==> config.mk <==
export PLATFORM = sky130hd
export DESIGN_NAME = noc_credit_arbiter
export DESIGN_NICKNAME = d
export VERILOG_FILES = /design/src/rtl/noc_arb_pkg.sv /design/src/rtl/noc_rr_pick.sv /design/src/rtl/noc_credit_arbiter.sv
export SDC_FILE = /design/constraint.sdc
export NUM_CORES = 1
export LEC_CHECK = 0
export CAP_MARGIN = 15
export CORE_AREA = 2 2 130 132
export DETAILED_ROUTE_END_ITERATION = 6
export DIE_AREA = 0 0 132 134
export GPL_TIMING_DRIVEN = 0
export PLACE_DENSITY_LB_ADDON = 0.08
export RECOVER_POWER = 25
export SKIP_LAST_GASP = 1
export SYNTH_ARGS = -nofsm -noshare
export SYNTH_HDL_FRONTEND = slang
export SYNTH_HIERARCHICAL = 1
export SYNTH_SLANG_ARGS = --single-unit
==> constraint.sdc <==
create_clock -name clock -period 6.16 [get_ports clock]
set_input_delay 1.232 -clock clock [delete_from_list [all_inputs] [get_ports clock]]
set_output_delay 1.232 -clock clock [all_outputs]
set_load 0.005 [all_outputs]
==> src/rtl/noc_arb_pkg.sv <==
// noc_arb_pkg: shared FSM type, default header-length field position and length helper
package noc_arb_pkg;
   typedef enum logic [0:0] {IDLE = 1'b0, BURST = 1'b1} arb_state_e;
   localparam int LEN_LSB_DEF = 22;
   localparam int LEN_W_DEF = 8;
   localparam int FLIT_MAX = 512;
   typedef logic [FLIT_MAX-1:0] flit_t;
   function automatic logic [31:0] hdr_len(input flit_t flit, input int lsb);
      return 32'(flit >> lsb);
   endfunction
endpackage

==> src/rtl/noc_rr_pick.sv <==
// noc_rr_pick: rotating-priority picker, first valid requester at or above ptr with wrap
module noc_rr_pick #(
   parameter int N = 4,
   localparam int PW = $clog2(N)
) (
   input  logic [N-1:0]  valid,
   input  logic [PW-1:0] ptr,
   output logic [N-1:0]  grant,
   output logic [PW-1:0] idx,
   output logic          any
);
   always_comb begin
      idx = '0;
      any = 1'b0;
      for (int k = N - 1; k >= 0; k--) begin
         if (valid[(int'(ptr) + k) % N]) begin
            idx = PW'((int'(ptr) + k) % N);
            any = 1'b1;
         end
      end
      grant = any ? N'(1) << idx : '0;
   end
endmodule

==> src/rtl/noc_credit_arbiter.sv <==
// noc_credit_arbiter: packet-atomic round-robin arbiter onto one credit (valid/yummy) NoC link
// Defining NOC_ARB_STATS_EN adds per-requester packet counters and a credit-stall counter.
module noc_credit_arbiter import noc_arb_pkg::*; #(
   parameter int N_REQ = 4,
   parameter int DATA_WIDTH = 64,
   parameter int CREDITS = 8,
   parameter int LEN_LSB = LEN_LSB_DEF,
   parameter int LEN_W = LEN_W_DEF
) (
   input  logic                        clock,
   input  logic                        rst_n,
   input  logic [N_REQ-1:0]            req_valid,
   input  logic [N_REQ*DATA_WIDTH-1:0] req_data,
   output logic [N_REQ-1:0]            req_ready,
   output logic                        out_valid,
   output logic [DATA_WIDTH-1:0]       out_data,
   input  logic                        out_yummy,
`ifdef NOC_ARB_STATS_EN
   output logic [N_REQ*32-1:0]         stat_pkts,
   output logic [31:0]                 stat_stall,
`endif
   output logic                        credit_err
);
   localparam int IW = $clog2(N_REQ);
   localparam int CW = $clog2(CREDITS + 1);
   arb_state_e state;
   logic [IW-1:0] rr_ptr, grant_q, cur_idx, pick_idx, next_ptr;
   logic [N_REQ-1:0] pick_grant;
   logic pick_any, accept, last, send_only, yum_only;
   logic [CW-1:0] cred;
   logic [LEN_W-1:0] remain, len;
   logic [DATA_WIDTH-1:0] cur_flit;
   noc_rr_pick #(.N(N_REQ)) u_pick (
      .valid(req_valid),
      .ptr(rr_ptr),
      .grant(pick_grant),
      .idx(pick_idx),
      .any(pick_any)
   );
   always_comb begin
      cur_idx   = state == IDLE ? pick_idx : grant_q;
      cur_flit  = req_data[cur_idx*DATA_WIDTH +: DATA_WIDTH];
      len       = LEN_W'(hdr_len(flit_t'(cur_flit), LEN_LSB));
      // ready is held low while in reset so nothing is taken from the requesters
      accept    = rst_n && cred != '0 && (state == IDLE ? pick_any : req_valid[grant_q]);
      req_ready = accept ? (state == IDLE ? pick_grant : N_REQ'(1) << grant_q) : '0;
      last      = state == IDLE ? len == '0 : remain == LEN_W'(1);
      next_ptr  = cur_idx == IW'(N_REQ - 1) ? '0 : cur_idx + 1'b1;
      send_only = accept && !out_yummy;
      yum_only  = out_yummy && !accept;
   end
   always_ff @(posedge clock or negedge rst_n) begin
      if (!rst_n) begin
         state      <= IDLE;
         rr_ptr     <= '0;
         grant_q    <= '0;
         remain     <= '0;
         cred       <= CW'(CREDITS);
         credit_err <= 1'b0;
         out_valid  <= 1'b0;
         out_data   <= '0;
      end else begin
         out_valid  <= accept;
         cred       <= send_only ? cred - 1'b1 : yum_only && cred != CW'(CREDITS) ? cred + 1'b1 : cred;
         credit_err <= credit_err | (yum_only && cred == CW'(CREDITS));
         if (accept) begin
            out_data <= cur_flit;
            grant_q  <= cur_idx;
            remain   <= state == IDLE ? len : remain - 1'b1;
            state    <= last ? IDLE : BURST;
            if (last) rr_ptr <= next_ptr;
         end
      end
   end
`ifdef NOC_ARB_STATS_EN
   always_ff @(posedge clock or negedge rst_n) begin
      if (!rst_n) begin
         stat_pkts  <= '0;
         stat_stall <= '0;
      end else begin
         if (accept && last) stat_pkts[cur_idx*32 +: 32] <= stat_pkts[cur_idx*32 +: 32] + 32'd1;
         if (|req_valid && cred == '0) stat_stall <= stat_stall + 32'd1;
      end
   end
`endif
endmodule

==> summary.md, run 1 <==
| Metric | Value |
|---|---|
| Ys flop type | `dfrtp_1` |
| DR vias | `roughly 5500` |
| Clk buf depth | `2` |
| Clock sink total | `83` |
| R2r worst-path depth | `9` |
| # rows | `47` |
| # fillers | `roughly 1400` |
| CTS Hold Buffers Added | `0` |
| Worst slew pin tran | `about 630 ps` |
| Fin Setup TNS | `0 ps` |
| Area grow syn2layout | `71.9%` |
| Hold path startpoint | `out_data[32]$_DFFE_PN0P_` |
| Slew headroom | `between 50% and 60%` |
| Synth Instances | `~520` |
| Reg clk slew, reported paths | `roughly 60 ps` |
| Count leader, synth | `nand2_1` |
| YS warnings | `6` |
| WP data required | `4930 ps` |
| Simple-Gate Fraction of Synth Area | `roughly a fifth` |
| FF-to-FF End | `out_data[13]$_DFFE_PN0P_` |
| Pins Over Slew Limit | `0` |
| Die Footprint | `17700 sq um` |
| CTS Root Cell | `clkbuf_16` |
| Reg2reg setup slack | `approximately 3400 ps` |
| Sequential element share of the synthesized area | `a little under two fifths` |
| Initial antenna violation count | `0` |
| Met2 WL | `10200 microns` |
| Logic pwr share | `around three fifths` |
| Post-synth top area cell | `dfrtp_1` |
| Layout Skew | `approximately 6.3 ps` |
| Critical path arrival | `between 4000 and 5000 ps` |
| Worst R2R Start | `rr_ptr[0]$_DFFE_PN0P_` |
| Post-Synth Adder-Cell Area | `less than 1%` |
| Post_cts resized | `0` |
| Antenna Violating Nets Remaining | `0` |
| PortBufs | `~330` |
| Net switching power | `approximately 1.3 mW` |
| Share of cells above drive strength 1 | `roughly 14%` |
| Detailed placement HPWL | `around 15000 microns` |
| Setup violations, final | `0` |
| Layout Utilization | `57.6%` |
| Clk network pwr share | `15.6%` |
| Drt wl/cell | `~17 microns` |
| DR DRC count | `0` |
| Die height | `~130 microns` |
| Hold path endpoint | `out_data[32]$_DFFE_PN0P_` |
| GP Congestion | `about 0.8` |
| DR iter-0 viols | `around 180` |
| Largest net degree at the start of global routing | `47` |
| Status | `finished clean` |
| Total Routing Usage GR | `21.4%` |
| # IOs | `~330` |
| Post-CTS Setup Inserts | `0` |
| Vias/cell | `slightly above 5` |
| Design area | `between 9000 and 10000 sq um` |
| Starting density of the core | `33.5%` |
| Post-Syn Nets | `784` |
| Synth cell types | `52` |
| Setup WS post-layout | `around 800 ps` |
| Crit path launch type | `input port` |
| Post-Layout Cell Count | `approximately 1100` |
| Nets | `between 1000 and 1500` |
| Worst Setup End Kind | `primary output` |
| Post-synthesis mux area share | `between 30% and 40%` |
| # placed instances | `1070` |
| Highest Signal Layer | `met4` |
| Synth top cells by count | `200 x nand2_1, 82 x dfrtp_1, 66 x mux4_2, 18 x buf_2, 14 x nor2_1` |
| Top cells by area, synth | `dfrtp_1 38%, mux4_2 27%, nand2_1 14%, buf_2 1.7%, buf_4 1.1%` |
| Hold Worst Slack | `472 ps` |
| Grt total ovfl | `0` |
| Share of the synthesized area in the top cell type | `37.6%` |
| Synth Area in XOR/XNOR | `less than 1%` |
| Sw Share | `a little over a third` |
| Pwr dens | `399 nW/um^2` |
| CTS tree | `yes` |
| Max Cap Viol | `0` |
| Antenna cell count | `0` |
| Initial DRT Pass Iterations | `4` |
| Met3 wire len | `roughly 1100 microns` |
| Largest family of logic cells by synthesized area | `multiplexers` |
| Number of synthesized flops with an enable pin | `0` |
| Total Power | `between 3 and 4 mW` |
| Leak Pwr | `~4 nW` |
| Clock buffers created by TritonCTS | `9` |
| Post-synthesis compound-gate area fraction | `6.24%` |
| Clock latency on the worst-skew pair | `340 ps` |
| Worst-path maximum fanout | `10` |
| Fin crit share | `around 87%` |
| Async SR Flop Fraction | `between 90% and 100%` |
| Period minus WS final | `~5400 ps` |
| Type of the tightest min-delay check | `reg -> reg` |
| Fmax | `187 MHz` |
| Dpl ws | `approximately 790 ps` |
| Synth Register Bits | `83` |
| Syn_area_per_cell | `~11 sq um` |
| Sequential share of power | `a little over a quarter` |
| Mapped Area | `5450 sq um` |
| Placed inst area | `9060 sq um` |
| Die span in x | `between 100 and 150 microns` |
| Hold violation count in the final report | `0` |
| Drt total wl | `about 19000 microns` |
| Worst Path Class, Setup | `in -> out` |
| IR drop worst, VDD | `between 150 and 200 uV` |
| Placeable Area | `16300 sq um` |
| Internal power | `2.39 mW` |
| Vias in the first global route | `~6000` |
| Wl on met1 | `6680 microns` |
| Hold Path Depth | `2` |
| CTS H-Tree Depth | `3` |
| RSZ-0062 raised after global routing | `no` |
| First-pass GRT wire length | `approximately 30000 microns` |
[state kept, by name, indices dropped and copies added (netlist names)]
name and cells:
remain 8, out_valid 1, grant_q 2, out_data 64
cred 4, state 1, credit_err 1, rr_ptr 2
[cell families after synthesis]
kind of cell	Yosys count
simple gates	258
fa+ha+maj	3
mux	79
buf+inv	42
xor+xnor	5
compound gates	48
flops	83
[critical path, cell delays in order]
cell and delay (ps):
clkdlybuf4s50_1 530, or4_1 610, and2b_1 230, a221oi_4 310
nand2b_2 230, buf_4 210, buf_2 250, a21oi_1 70
clkdlybuf4s50_1 460
[layer usage]
| layer | global-route usage (%) | vias to the layer above |
|---|---|---|
| li1 | - | 2546 |
| met1 | 23.1 | 2662 |
| met2 | 40.2 | 233 |
| met3 | 4.99 | 42 |
| met4 | 8.64 | 0 |
| met5 | 0 | - |
[cell usage in the layout (no fill, tap or decap), drive strengths merged, types with 3 or more instances in the layout]
master         netlist  routed
nor2                14      14
o21ai               14      14
nand4b               4       4
xor2                 3       3
mux2                 6       6
o22ai                7       7
nand2              200     200
ha                   3       3
nor4                 5       5
nor3b                4       4
buf                 26      28
inv                  6       6
clkbuf              10      22
clkdlybuf4s50        0     330
dfrtp               82      82
mux2i                7       7
nand3                4       4
mux4                66      66
a21oi               11      11
nand4                3       3
nand2b               7       7
nor2b                6       6
nor3                 5       5
[power by group through the flow]
stage | clock network (mW) | logic, mW | registers [mW]
finish | 0.583 | 2.17 | 0.985
global route | 0.627 | 2.40 | 1.02
CTS | 0.604 | 2.21 | 0.985
detailed placement | 0 | 2.20 | 0.987
global placement | 0 | 2.16 | 0.974
floorplan | 0 | 1.25 | 0.982
[layout make-up]
cell class / instances / area [sq um] / share of cell area (%)
Clock inverter: 2 / 60.1 / 0.641
Timing Repair Buffer: 332 / 3330 / 35.5
Multi-Input combinational cell: 393 / 3160 / 33.8
Tap cell: 220 / 275 / 2.94
Buffer: 36 / 188 / 2.00
Clock buffer: 12 / 256 / 2.74
Sequential cell: 83 / 2080 / 22.2
Inverter: 6 / 22.5 / 0.240
[how the worst max path moves through the flow]
stage,end,depth (start not counted),start
2_1_floorplan,req_ready[0],7,req_valid[1]
3_3_place_gp,req_ready[1],7,rst_n
3_5_place_dp,req_ready[1],9,req_valid[0]
4_1_cts,req_ready[1],9,req_valid[1]
5_1_grt,req_ready[0],9,req_valid[1]
6_report,req_ready[1],9,req_valid[1]
No activity file was read; power rests on OpenSTA's default activity.
==> run 2, diff against run 1 <==
--- a/config.mk
+++ b/config.mk
@@ -7,6 +7,7 @@
 export LEC_CHECK = 0
 export CAP_MARGIN = 15
 export CORE_AREA = 2 2 130 132
+export CTS_CLUSTER_SIZE = 12
 export DETAILED_ROUTE_END_ITERATION = 6
 export DIE_AREA = 0 0 132 134
 export GPL_TIMING_DRIVEN = 0
==> results of run 2 <==
Same layout as run 1: the final DEF is identical, and so are final timing and power.
